### config.mk
export PLATFORM = sky130hd
export DESIGN_NAME = accel_mailbox
export DESIGN_NICKNAME = d
export VERILOG_FILES = /design/src/rtl/accel_mailbox_pkg.sv /design/src/rtl/mailbox_timeout_ctr.sv /design/src/rtl/accel_mailbox.sv
export SDC_FILE = /design/constraint.sdc
export NUM_CORES = 1
export LEC_CHECK = 0
export BUFFER_PORTS_ARGS = -buffer_cell sky130_fd_sc_hd__buf_2
export CAP_MARGIN = 20
export CORE_AREA = 2 2 354 356
export DETAILED_ROUTE_END_ITERATION = 8
export DIE_AREA = 0 0 356 358
export PLACE_DENSITY = 0.31
export SYNTH_ARGS = -nofsm -noshare
export SYNTH_HDL_FRONTEND = slang
export SYNTH_SLANG_ARGS = --single-unit
### constraint.sdc
create_clock -name clk -period 21.3 [get_ports clk]
set_input_delay 5.325 -clock clk [delete_from_list [all_inputs] [get_ports clk]]
set_output_delay 5.325 -clock clk [all_outputs]
set_load 0.01 [all_outputs]
### src/rtl/accel_mailbox_pkg.sv
// accel_mailbox_pkg: shared definitions for the processor <-> accelerator mailbox.
// Holds the FSM state encoding (also exposed in the status word), the
// status and command bit positions, and the register-file geometry.
package accel_mailbox_pkg;

  localparam int NUM_REGS   = 8;
  localparam int NUM_PARAMS = 6;
  localparam int REG_W      = 32;
  localparam int OP_W       = 4;

  // Command word (regs_from_proc[0]) field positions
  localparam int CMD_START  = 0;
  localparam int CMD_IRQ_EN = 1;
  localparam int CMD_OP_LSB = 4;

  // Status word (regs_to_proc[0]) field positions
  localparam int STAT_BUSY      = 0;
  localparam int STAT_DONE      = 1;
  localparam int STAT_ERR       = 2;
  localparam int STAT_TIMEOUT   = 3;
  localparam int STAT_STATE_LSB = 4;

  // Encoding is software-visible in status bits [7:4]
  typedef enum logic [3:0] {
    ST_IDLE = 4'd0,
    ST_REQ  = 4'd1,
    ST_BUSY = 4'd2,
    ST_DONE = 4'd3
  } mbox_state_e;

endpackage

### src/rtl/mailbox_timeout_ctr.sv
// mailbox_timeout_ctr: saturating busy-cycle counter with timeout compare.
// Ports:
//   clk, rst  - clock, asynchronous active-high reset
//   clr       - synchronous clear to zero (wins over en)
//   en        - count one cycle (holds at all-ones)
//   cnt       - current count
//   at_limit  - count equals TIMEOUT_CYCLES-1
module mailbox_timeout_ctr
  import accel_mailbox_pkg::*;
#(
  parameter int TIMEOUT_CYCLES = 1048576,
  parameter int CNT_W          = 32
) (
  input  logic             clk,
  input  logic             rst,
  input  logic             clr,
  input  logic             en,
  output logic [CNT_W-1:0] cnt,
  output logic             at_limit
);

  localparam logic [CNT_W-1:0] LIMIT = CNT_W'(TIMEOUT_CYCLES - 1);

  logic [CNT_W-1:0] cnt_d, cnt_q;

  always_comb begin
    cnt_d = cnt_q;
    if (clr) begin
      cnt_d = '0;
    end else if (en && (cnt_q != '1)) begin
      cnt_d = cnt_q + CNT_W'(1);
    end
  end

  always_ff @(posedge clk or posedge rst) begin
    if (rst) begin
      cnt_q <= '0;
    end else begin
      cnt_q <= cnt_d;
    end
  end

  assign cnt      = cnt_q;
  assign at_limit = (cnt_q == LIMIT);

endmodule

### src/rtl/accel_mailbox.sv
// accel_mailbox: register mailbox that lets a processor launch one
// accelerator job at a time and read back status, results and cycle count.
// Ports:
//   clk, rst         - clock, asynchronous active-high reset
//   regs_from_proc   - processor command word [0] and parameters [1..6]
//   regs_to_proc     - status word [0], results [1..6], busy-cycle count [7]
//   ext_irq          - one-cycle completion pulse (when irq_en was latched)
//   acc_req/acc_ack  - request handshake to the accelerator
//   acc_op/acc_param - latched opcode and parameters for the in-flight job
//   acc_done/acc_err - completion strobe and error flag
//   acc_result       - results, valid with acc_done
module accel_mailbox
  import accel_mailbox_pkg::*;
#(
  parameter int TIMEOUT_CYCLES = 1048576,
  parameter int CNT_W          = 32
) (
  input  logic             clk,
  input  logic             rst,
  input  logic [REG_W-1:0] regs_from_proc [0:NUM_REGS-1],
  output logic [REG_W-1:0] regs_to_proc   [0:NUM_REGS-1],
  output logic             ext_irq,
  output logic             acc_req,
  input  logic             acc_ack,
  output logic [OP_W-1:0]  acc_op,
  output logic [REG_W-1:0] acc_param      [0:NUM_PARAMS-1],
  input  logic             acc_done,
  input  logic             acc_err,
  input  logic [REG_W-1:0] acc_result     [0:NUM_PARAMS-1]
);

  mbox_state_e      state_d, state_q;
  logic             done_d, done_q, err_d, err_q, tmo_d, tmo_q;
  logic             irq_en_d, irq_en_q, ext_irq_d, ext_irq_q, acc_req_d, acc_req_q;
  logic             start_prev_q, armed_q;
  logic [OP_W-1:0]  op_d, op_q;
  logic [REG_W-1:0] params_d  [0:NUM_PARAMS-1];
  logic [REG_W-1:0] params_q  [0:NUM_PARAMS-1];
  logic [REG_W-1:0] results_d [0:NUM_PARAMS-1];
  logic [REG_W-1:0] results_q [0:NUM_PARAMS-1];
  logic             cnt_clr, cnt_en, at_limit;
  logic [CNT_W-1:0] cnt;
  logic             start_bit, start_rise;
  logic             unused_bits;

  assign start_bit = regs_from_proc[0][CMD_START];
  // armed_q stays low for the first cycle after reset so a start bit that is
  // already high at release is seen as "previous" rather than as a fresh edge.
  assign start_rise = armed_q && start_bit && !start_prev_q;
  assign unused_bits = ^{regs_from_proc[0][REG_W-1:CMD_OP_LSB+OP_W],
                         regs_from_proc[0][CMD_OP_LSB-1:CMD_IRQ_EN+1],
                         regs_from_proc[NUM_REGS-1]};

  mailbox_timeout_ctr #(
    .TIMEOUT_CYCLES(TIMEOUT_CYCLES),
    .CNT_W         (CNT_W)
  ) u_ctr (
    .clk     (clk),
    .rst     (rst),
    .clr     (cnt_clr),
    .en      (cnt_en),
    .cnt     (cnt),
    .at_limit(at_limit)
  );

  always_comb begin
    state_d   = state_q;
    done_d    = done_q;
    err_d     = err_q;
    tmo_d     = tmo_q;
    irq_en_d  = irq_en_q;
    op_d      = op_q;
    params_d  = params_q;
    results_d = results_q;
    ext_irq_d = 1'b0;
    cnt_clr   = 1'b0;
    cnt_en    = 1'b0;
    unique case (state_q)
      ST_IDLE: begin
        if (start_rise) begin
          op_d     = regs_from_proc[0][CMD_OP_LSB +: OP_W];
          irq_en_d = regs_from_proc[0][CMD_IRQ_EN];
          for (int i = 0; i < NUM_PARAMS; i++) params_d[i] = regs_from_proc[i+1];
          done_d   = 1'b0;
          err_d    = 1'b0;
          tmo_d    = 1'b0;
          cnt_clr  = 1'b1;
          state_d  = ST_REQ;
        end
      end
      ST_REQ: begin
        if (acc_ack) begin
          // Accept and complete in one cycle when done arrives with the ack
          if (acc_done) begin
            results_d = acc_result;
            err_d     = acc_err;
            done_d    = 1'b1;
            ext_irq_d = irq_en_q;
            state_d   = ST_DONE;
          end else begin
            state_d = ST_BUSY;
          end
        end
      end
      ST_BUSY: begin
        cnt_en = 1'b1;
        if (acc_done) begin
          results_d = acc_result;
          err_d     = acc_err;
          done_d    = 1'b1;
          ext_irq_d = irq_en_q;
          state_d   = ST_DONE;
        end else if (at_limit) begin
          tmo_d     = 1'b1;
          err_d     = 1'b1;
          done_d    = 1'b1;
          ext_irq_d = irq_en_q;
          state_d   = ST_DONE;
        end
      end
      ST_DONE: begin
        if (!start_bit) state_d = ST_IDLE;
      end
      default: state_d = ST_IDLE;
    endcase
    acc_req_d = (state_d == ST_REQ);
  end

  always_ff @(posedge clk or posedge rst) begin
    if (rst) begin
      state_q      <= ST_IDLE;
      done_q       <= 1'b0;
      err_q        <= 1'b0;
      tmo_q        <= 1'b0;
      irq_en_q     <= 1'b0;
      ext_irq_q    <= 1'b0;
      acc_req_q    <= 1'b0;
      start_prev_q <= 1'b0;
      armed_q      <= 1'b0;
      op_q         <= '0;
      params_q     <= '{default: '0};
      results_q    <= '{default: '0};
    end else begin
      state_q      <= state_d;
      done_q       <= done_d;
      err_q        <= err_d;
      tmo_q        <= tmo_d;
      irq_en_q     <= irq_en_d;
      ext_irq_q    <= ext_irq_d;
      acc_req_q    <= acc_req_d;
      start_prev_q <= start_bit;
      armed_q      <= 1'b1;
      op_q         <= op_d;
      params_q     <= params_d;
      results_q    <= results_d;
    end
  end

  always_comb begin
    regs_to_proc[0]                 = '0;
    regs_to_proc[0][STAT_BUSY]      = (state_q == ST_REQ) || (state_q == ST_BUSY);
    regs_to_proc[0][STAT_DONE]      = done_q;
    regs_to_proc[0][STAT_ERR]       = err_q;
    regs_to_proc[0][STAT_TIMEOUT]   = tmo_q;
    regs_to_proc[0][STAT_STATE_LSB +: 4] = state_q;
    for (int i = 0; i < NUM_PARAMS; i++) regs_to_proc[i+1] = results_q[i];
    regs_to_proc[NUM_REGS-1]        = REG_W'(cnt);
  end

  assign ext_irq   = ext_irq_q;
  assign acc_req   = acc_req_q;
  assign acc_op    = op_q;
  assign acc_param = params_q;

endmodule

==> impl_metrics.json, run 1 <==
{
  "status": "finished, final reports clean",
  "setup_violations": 0,
  "grt_max_degree": 105,
  "vias_per_cell": 3.47,
  "die_h_um": 358,
  "instances_no_fill": 4015,
  "hp-start": "acc_param[65]",
  "clock_latency_ns": 0.63,
  "critical_path_class": "in -> reg",
  "holdPathStages": 2,
  "critical_path_required_ns": 21.86,
  "rr_endpoint": "acc_param[158]",
  "yosysSeqAreaShare_pct": 63.9,
  "grt_util_all_layers_pct": 10.4,
  "synth_top_family_by_area": "simple AND/OR/NAND/NOR gates",
  "route.vias.total": 13900,
  "fin_crit_ns": 8.31,
  "yosys_warnings": 0,
  "ant_nets": 0,
  "grt_pass1_wl_mm": 99.7,
  "p_per_area_nw_per_um2": 92.8,
  "antenna_found_initial": 25,
  "worstHoldPathType": "reg -> reg",
  "ctsHoldBuffers": 0,
  "netlist_instances": 1517,
  "tightest_slew_ns": 1.06,
  "maxSlewViolCount": 0,
  "rsz0062_at_grt": "no",
  "fillers": 13800,
  "wl_mm": 69.7,
  "fmax_ghz": 0.120,
  "regArea_um2": 10800,
  "r2r_slack_ns": 17.35,
  "r2r-start": "state_q[0]",
  "grt_pass1_vias": 14900,
  "die_w_um": 356,
  "port_buffers": 824,
  "period_share_pct": 39.0,
  "whs_endpoint": "acc_param[65]",
  "end_kind": "flop",
  "clock_sinks": 432,
  "crit_path_max_fanout": 83,
  "start_kind": "input pin",
  "overflow": 0,
  "yosysUniqueCellTypes": 44,
  "ios": 907,
  "drc": 0,
  "cts_resized": 0,
  "clock_power_share_pct": 41.0,
  "maxCapViolations": 0,
  "dpl.hpwl_mm": 52.9,
  "cts-root-buf": "clkbuf_16",
  "wire_per_inst_um": 17.4,
  "drt-initial-drc-count": 570,
  "place.gp.congestion": 0.793,
  "synth_mux_area_share_pct": 13.0,
  "initial_core_util_pct": 13.7,
  "synth_xor_area_share_pct": 0.777,
  "clkTransAtPathRegs_ns": 0.06,
  "finalHoldViolCount": 0,
  "syn_area_um2": 16900,
  "synth-compound-area-share_pct": 1.68,
  "cp.arrival_ns": 8.87,
  "syn_area_per_cell_um2": 11.2,
  "die_area_um2": 127000,
  "multiInputGateArea_um2": 5680,
  "dp_cells": 3911,
  "slew_headroom_pct": 29.6,
  "ys_seq_elements": 432,
  "r2r_cells": 7,
  "area.growth.synth_to_final_pct": 45.6,
  "finalSetupTns_ns": 0,
  "num-nets-final": 2789,
  "p_int_w": 0.00163,
  "p_sw_share_pct": 28.7,
  "pwr-share-seq_pct": 43.5,
  "switchingPower_w": 0.000655,
  "drive_gt1_share_pct": 47.6,
  "rows": 129,
  "peakVddDrop_v": 0.0000519,
  "share_comb_of_total_power_pct": 15.5,
  "synth_adder_area_share_pct": 0.0740,
  "core_um2": 123000,
  "p_leak_nw": 13.6,
  "cts_tree": "yes",
  "cts_made_buffers": 57,
  "first_pass_iters": 4,
  "htreeDepth": 2,
  "clockBufferDepth": 3,
  "postCtsSetupRepairBufs": 0,
  "fin_skew_ns": 0.0149,
  "synthSimpleGateAreaFrac_pct": 17.2
}
==> cells in the mapped netlist <==
cell type | number | area [um2]
nand2_1 | 613 | 2300
dfrtp_1 | 432 | 10800
mux2_2 | 192 | 2160
clkbuf_1 | 69 | 259
buf_4 | 28 | 210
nor2_1 | 24 | 90.1
a21oi_1 | 16 | 80.1
nand3_1 | 14 | 70.1
nor4_1 | 13 | 81.3
xnor2_1 | 13 | 114
nand4_1 | 11 | 68.8
o21ai_0 | 9 | 45.0
or4_1 | 9 | 67.6
and3_1 | 8 | 50.1
o31ai_1 | 7 | 52.6
or4_2 | 5 | 43.8
and4_1 | 4 | 35.0
buf_6 | 4 | 45.0
inv_1 | 4 | 15.0
mux2i_1 | 4 | 40.0
o211ai_1 | 3 | 22.5
or3_1 | 3 | 18.8
a211oi_1 | 2 | 15.0
a31oi_1 | 2 | 12.5
and2_1 | 2 | 12.5
buf_1 | 2 | 7.51
buf_2 | 2 | 10.0
conb_1 | 2 | 7.51
nor3_1 | 2 | 10.0
o2111ai_1 | 2 | 17.5
or2_2 | 2 | 12.5
xor2_1 | 2 | 17.5
a2111oi_0 | 1 | 8.76
and3b_1 | 1 | 8.76
and4_2 | 1 | 10.0
dlygate4sd2_1 | 1 | 8.76
ha_1 | 1 | 12.5
nand3b_1 | 1 | 7.51
nand4_2 | 1 | 12.5
nor4b_2 | 1 | 15.0
o21a_1 | 1 | 7.51
o21ai_1 | 1 | 5.00
o221ai_1 | 1 | 8.76
o311ai_0 | 1 | 8.76
==> worst max-delay path: stages <==
cell and delay [ns]:
buf_2 0.12, and3b_1 0.20, and2_1 0.24, and3_4 0.77, buf_4 0.76, buf_4 0.85, nand2_1 0.29, nand2_1 0.12
==> kinds of logic (layout without fill, tap and decap cells) <==
group,Yosys count,after routing
simple gates,715,715
flops,432,432
mux,196,196
buf+inv,110,942
compound gates,46,46
xor+xnor,15,15
other cells,2,31
fa+ha+maj,1,1
==> power groups by stage <==
stage	Clock [W]	Sequential [W]	Combinational, W
global placement	0	0.00100	0.000366
finish	0.000938	0.000994	0.000354
detailed placement	0	0.00101	0.000366
global route	0.00102	0.00101	0.000395
floorplan	0	0.00105	0.000107
CTS	0.000986	0.000995	0.000366
==> layout make-up <==
cell class,count,share of cell area (%)
clock buffer,86,6.76
multi-input combinational,1000,23.0
sequential,432,43.9
tap,1637,8.31
clock inverter,12,0.559
antenna,4,0.0406
inverter,4,0.0914
timing repair buffer,840,17.3
==> sequential cells by signal (all words and copies together), names as in the netlist, 4 cells and up <==
register      count
acc_op            4
acc_param       192
regs_to_proc    192
state_q           4
u_ctr.cnt        32
==> how the worst max path moves through the flow <==
stage	start	endpoint	slack [ns]	cells after the start
2_1_floorplan	rst	acc_op[0]	3.94	1
3_3_place_gp	regs_from_proc[224]	acc_param[191]	12.29	8
3_5_place_dp	regs_from_proc[224]	acc_param[158]	12.21	8
4_1_cts	regs_from_proc[224]	acc_param[158]	12.93	8
5_1_grt	regs_from_proc[224]	acc_param[158]	12.66	8
6_report	regs_from_proc[224]	acc_param[158]	12.99	8
==> through the flow <==
stage | setup WS, ns | util (%) | area [um2] | power [W] | hold WS [ns]
floorplan | 3.94 | - | 17000 | 0.00116 | 0.446
global placement | 12.29 | 18.5 | 22800 | 0.00137 | 0.455
detailed placement | 12.21 | 18.5 | 22800 | 0.00137 | 0.456
CTS | 12.93 | 19.9 | 24600 | 0.00235 | 0.470
global route | 12.66 | 20.0 | 24600 | 0.00243 | 0.490
finish | 12.99 | 20.0 | 24600 | 0.00229 | 0.466
==> routing by layer <==
layer | wire [um] | vias up | global-route usage, %
li1 | - | 6538 | -
met1 | 25300 | 6779 | 11.2
met2 | 36700 | 471 | 18.9
met3 | 5370 | 119 | 3.52
met4 | 2240 | 12 | 3.65
met5 | 65 | - | 0
==> cell usage in the layout, fill, tap and decap left out, types with 3 or more instances in the layout <==
master and n:
clkbuf_1 16, clkinv_2 5, nand2_1 612, or4_2 5, nand4_1 11, or4_1 9
mux2_2 192, clkbuf_8 13, conb_1 27, buf_2 824, and3_1 7, o21ai_0 9
inv_1 3, nand3_1 13, o211ai_1 3, o31ai_1 7, or3_1 3, diode_2 4
clkbuf_16 57, dfrtp_1 432, buf_4 15, a21oi_1 16, mux2i_1 4, xnor2_1 13
nor2_1 24, and4_1 4, nor4_1 12
Note: power is estimated with default switching activity, not from simulation.
==> run 2, diff against run 1 <==
- CORE_AREA: 2 2 354 356 -> 2 2 349 351
- DIE_AREA: 0 0 356 358 -> 0 0 351 353
- PLACE_DENSITY: 0.31 -> 0.33
- clock period: 21.3 -> 7 ns (I/O delays scaled with it)
==> run 2 against run 1 <==
Register-to-register slack lost 13 ns. Sequential cell count unchanged. Clock power rose to 3.3 times the previous value. First-iteration DRC count fell by 5.3%. Worst hold slack worse by 0.0010 ns. Die area fell by 2.8%. Sequential share of layout area shrank 0.32 points. Critical path type is now reg -> out. Highest routed layer unchanged.
==> impl_metrics.json, run 2 (synthesized netlist as in run 1, its figures left out) <==
{
  "status": "finished, final reports clean",
  "initial_core_util_pct": 14.0,
  "worstHoldPathType": "reg -> reg",
  "end_kind": "output pin",
  "clkTransAtPathRegs_ns": 0.06,
  "fin_crit_ns": 4.02,
  "drc": 0,
  "layout_common_cells": "buf_2, nand2_1, dfrtp_1, mux2_2, clkbuf_16",
  "slew_headroom_pct": 31.3,
  "fillers": 13500,
  "p_per_area_nw_per_um2": 288,
  "tightest_slew_ns": 1.03,
  "clockBufferDepth": 3,
  "ant_nets": 0,
  "drt-initial-drc-count": 540,
  "place.gp.congestion": 0.766,
  "cts_tree": "yes",
  "cts_made_buffers": 55,
  "num-nets-final": 2789,
  "ctsHoldBuffers": 0,
  "clock_latency_ns": 0.62,
  "grt_pass1_wl_mm": 102,
  "ios": 907,
  "multiInputGateArea_um2": 5680,
  "setup_violations": 0,
  "htreeDepth": 2,
  "cts_resized": 0,
  "port_buffers": 824,
  "drive_gt1_share_pct": 47.9,
  "final_common_cell": "buf_2",
  "holdWs_ns": 0.465,
  "dpl.hpwl_mm": 52.4,
  "die_h_um": 353,
  "rsz0062_at_grt": "no",
  "wl_mm": 70.3,
  "fin_skew_ns": 0.0146,
  "start_kind": "flop",
  "postCtsSetupRepairBufs": 0,
  "finalSetupTns_ns": 0,
  "cp.arrival_ns": 2.27,
  "maxSlewViolCount": 0,
  "regArea_um2": 10800,
  "maxCapViolations": 0,
  "cts-root-buf": "clkbuf_16",
  "rows": 128,
  "grt_pass1_vias": 14400,
  "first_pass_iters": 5,
  "die_area_um2": 124000,
  "route.vias.total": 13700,
  "antenna_found_initial": 8,
  "grt_max_degree": 134,
  "critical_path_required_ns": 5.25,
  "clock_sinks": 432,
  "vias_per_cell": 3.42,
  "area.growth.synth_to_final_pct": 46.7,
  "crit_path_max_fanout": 6,
  "overflow": 0,
  "peakVddDrop_v": 0.000154,
  "core_um2": 121000,
  "p_leak_nw": 13.7,
  "fmax_ghz": 0.249,
  "wire_per_inst_um": 17.5,
  "die_w_um": 351,
  "period_share_pct": 57.4,
  "grt_util_all_layers_pct": 11.1,
  "critical_path_class": "reg -> out",
  "finalHoldViolCount": 0
}
run 2: changes by cell type in the layout (fill, tap and decap cells not counted), moves of 2 or more:
cell,change
clkbuf_1,-5
bufinv_16,+4
clkinv_2,+6
buf_4,-2
clkbuf_8,+2
buf_12,+5
run 2: metrics by stage:
| stage | utilization [%] | cell area [um2] | power, W | setup WS, ns | instances |
|---|---|---|---|---|---|
| floorplan | - | 17000 | 0.00353 | -0.583 | 1542 |
| global placement | 19.0 | 22900 | 0.00418 | 2.80 | 3902 |
| CTS | 20.6 | 24800 | 0.00735 | 2.80 | 4005 |
| detailed placement | 19.0 | 22900 | 0.00417 | 2.80 | 3902 |
| global route | 20.6 | 24800 | 0.00756 | 2.75 | 4008 |
| finish | 20.6 | 24800 | 0.00716 | 2.98 | 4010 |
run 2: worst max-delay path, stage by stage (launching register included):
cell,delay [ns]
dfrtp_1,0.43
or2_2,0.36
nor2_1,0.57
buf_2,0.27
run 2: area by class of cell:
type	count	area share [%]
Timing Repair Buffer	842	17.4
Multi-Input combinational cell	1000	22.9
Clock buffer	83	6.75
Antenna cell	4	0.0403
Sequential cell	432	43.6
Tap cell	1625	8.19
Inverter	4	0.0756
Clock inverter	20	1.09
run 2: worst paths after layout:
path,slack (ns),cells past startpoint,from,to
setup / recovery,2.98,3,state_q[3],regs_to_proc[224]
setup reg to reg,4.01,5,state_q[1],regs_to_proc[90]
hold / removal,0.47,2,acc_param[141],acc_param[141]
hold reg to reg,0.47,2,acc_param[141],acc_param[141]
max in group asynchronous,4.42,3,rst,regs_to_proc[160]
min in group asynchronous,1.23,2,rst,regs_to_proc[204]
run 2: layer usage:
metal	track usage [%]	share of wire [%]
met5	0	0.038
met4	3.26	2.4
met3	3.58	6.9
met2	19.7	52
met1	12.6	39
run 2: where the power goes:
part / leakage, nW / switching (W) / internal (W)
clock: 0.961 / 0.00120 / 0.00187
sequential: 5.71 / 0.000194 / 0.00282
combinational: 7.05 / 0.000632 / 0.000446
total: 13.7 / 0.00202 / 0.00513
==> run 3, diff against run 2 <==
- CORE_AREA: 2 2 349 351 -> 2 2 354 356
- DIE_AREA: 0 0 351 353 -> 0 0 356 358
- PLACE_DENSITY: 0.33 -> 0.31
- clock period: 7 -> 4.15 ns (I/O delays scaled with it)
==> run 3 against run 2 <==
Die area is 2.9% higher. Critical endpoint unchanged. Via count is 2.8% higher. Power is 67% higher. Critical path depth stayed put. Combinational power is 68% higher. Sequential cell count stayed put. Critical path type unchanged. Worst hold slack worse by 0.0027 ns. Core utilization is 0.19 points lower. Non-clock buffer count is 28 higher.
==> impl_metrics.json, run 3 (synthesized netlist as in run 1, its figures left out) <==
{
  "end_kind": "output pin",
  "core_um2": 123000,
  "fillers": 13800,
  "cts_made_buffers": 58,
  "area.growth.synth_to_final_pct": 48.6,
  "postCtsSetupRepairBufs": 0,
  "worstHoldPathType": "reg -> reg",
  "r2r-start": "u_ctr.cnt[11]",
  "cts_tree": "yes",
  "rr_endpoint": "u_ctr.cnt[25]",
  "clock_sinks": 432,
  "route.vias.total": 14100,
  "grt_pass1_vias": 15000,
  "cp.arrival_ns": 2.35,
  "antenna_found_initial": 9,
  "setup_violations": 0,
  "htreeDepth": 2,
  "critical_path.startpoint": "state_q[2]",
  "wire_per_inst_um": 17.1,
  "cts_resized": 0,
  "multiInputGateArea_um2": 5680,
  "critical_path_class": "reg -> out",
  "port_buffers": 824,
  "slew_headroom_pct": 31.9,
  "dpl.hpwl_mm": 53.4,
  "critPathMaxStageDelay_ns": 0.64,
  "finalHoldViolCount": 0,
  "ant_nets": 0,
  "overflow": 0,
  "layout_common_cells": "buf_2, nand2_1, dfrtp_1, mux2_2, clkbuf_16",
  "cp-endpoint": "regs_to_proc[224]",
  "maxCapViolations": 0,
  "die_w_um": 356,
  "grt_max_degree": 110,
  "r2r_cells": 5,
  "num-nets-final": 2820,
  "fmax_ghz": 0.295,
  "drt-initial-drc-count": 609,
  "fin_crit_ns": 3.39,
  "holdWs_ns": 0.463,
  "period_share_pct": 81.7,
  "clock_latency_ns": 0.63,
  "wl_mm": 69.4,
  "cts-root-buf": "clkbuf_16",
  "p_per_area_nw_per_um2": 477,
  "drc": 0,
  "rows": 129,
  "die_h_um": 358,
  "p_leak_nw": 13.9,
  "r2r_slack_ns": 1.34,
  "drive_gt1_share_pct": 48.4,
  "clkTransAtPathRegs_ns": 0.06,
  "regArea_um2": 10800,
  "ios": 907,
  "crit_slowest_cell": "nor2_1",
  "grt_pass1_wl_mm": 99.3,
  "status": "finished, final reports clean",
  "place.gp.congestion": 0.792,
  "clockBufferDepth": 3,
  "instances_no_fill": 4053,
  "rsz0062_at_grt": "no",
  "grt_util_all_layers_pct": 10.4,
  "vias_per_cell": 3.48,
  "final_common_cell": "buf_2",
  "crit_path_max_fanout": 6,
  "start_kind": "flop",
  "tightest_slew_ns": 1.02,
  "first_pass_iters": 4,
  "fin_skew_ns": 0.0179,
  "ctsHoldBuffers": 0,
  "die_area_um2": 127000,
  "dp_cells": 3943,
  "peakVddDrop_v": 0.000261,
  "initial_core_util_pct": 13.7,
  "worstPathCellList": "or2_2 > nor2_1 > buf_2",
  "maxSlewViolCount": 0,
  "critical_path_required_ns": 3.11
}
==> run 3: how the worst min path moves through the flow <==
stage / startpoint / endpoint / slack (ns) / cells after the start
floorplan: irq_en_q / irq_en_q / 0.45 / 2
CTS: acc_param[50] / acc_param[50] / 0.47 / 2
finish: acc_param[50] / acc_param[50] / 0.46 / 2
global route: acc_param[126] / acc_param[126] / 0.48 / 2
global placement: acc_param[140] / acc_param[140] / 0.45 / 2
detailed placement: acc_param[93] / acc_param[93] / 0.46 / 2
==> run 3: worst max-delay path: cells and delay by family (launching register included) <==
kind          cells  cell delay [ns]
simple gates      2             1.01
buf+inv           1             0.28
flops             1             0.42
==> run 3: stage by stage <==
step / utilization [%] / TNS (ns) / power (W) / worst slack [ns] / instance area (um2)
floorplan: - / -1175.41 / 0.00595 / -2.72 / 17000
global placement: 18.8 / 0 / 0.00704 / 1.08 / 23200
detailed placement: 18.8 / 0 / 0.00705 / 1.05 / 23200
CTS: 20.4 / 0 / 0.0123 / 0.548 / 25100
global route: 20.4 / 0 / 0.0127 / 0.539 / 25100
finish: 20.4 / 0 / 0.0120 / 0.761 / 25100
==> run 3: final cells by class <==
cell class / instances / share of cell area [%]
flip-flops and latches: 432 / 43.0
multi-input cells: 1000 / 22.6
repair buffers: 870 / 18.4
well taps: 1637 / 8.15
clock buffers: 90 / 7.02
clock inverters: 15 / 0.732
inverters: 4 / 0.0747
diodes: 5 / 0.0498
==> run 3: routing by layer <==
| metal | vias up | part of all wire, % | GRT usage (%) |
|---|---|---|---|
| li1 | 6599 | - | - |
| met1 | 6944 | 37 | 11.4 |
| met2 | 469 | 53 | 19.0 |
| met3 | 97 | 7.0 | 3.10 |
| met4 | 6 | 2.5 | 3.48 |
| met5 | - | 0.063 | 0 |
==> run 3: where the power goes <==
part	internal, W	total, W	leakage [nW]	switching [W]
Clock	0.00309	0.00506	0.955	0.00197
Combinational	0.000768	0.00181	7.21	0.00104
Sequential	0.00476	0.00511	5.71	0.000350
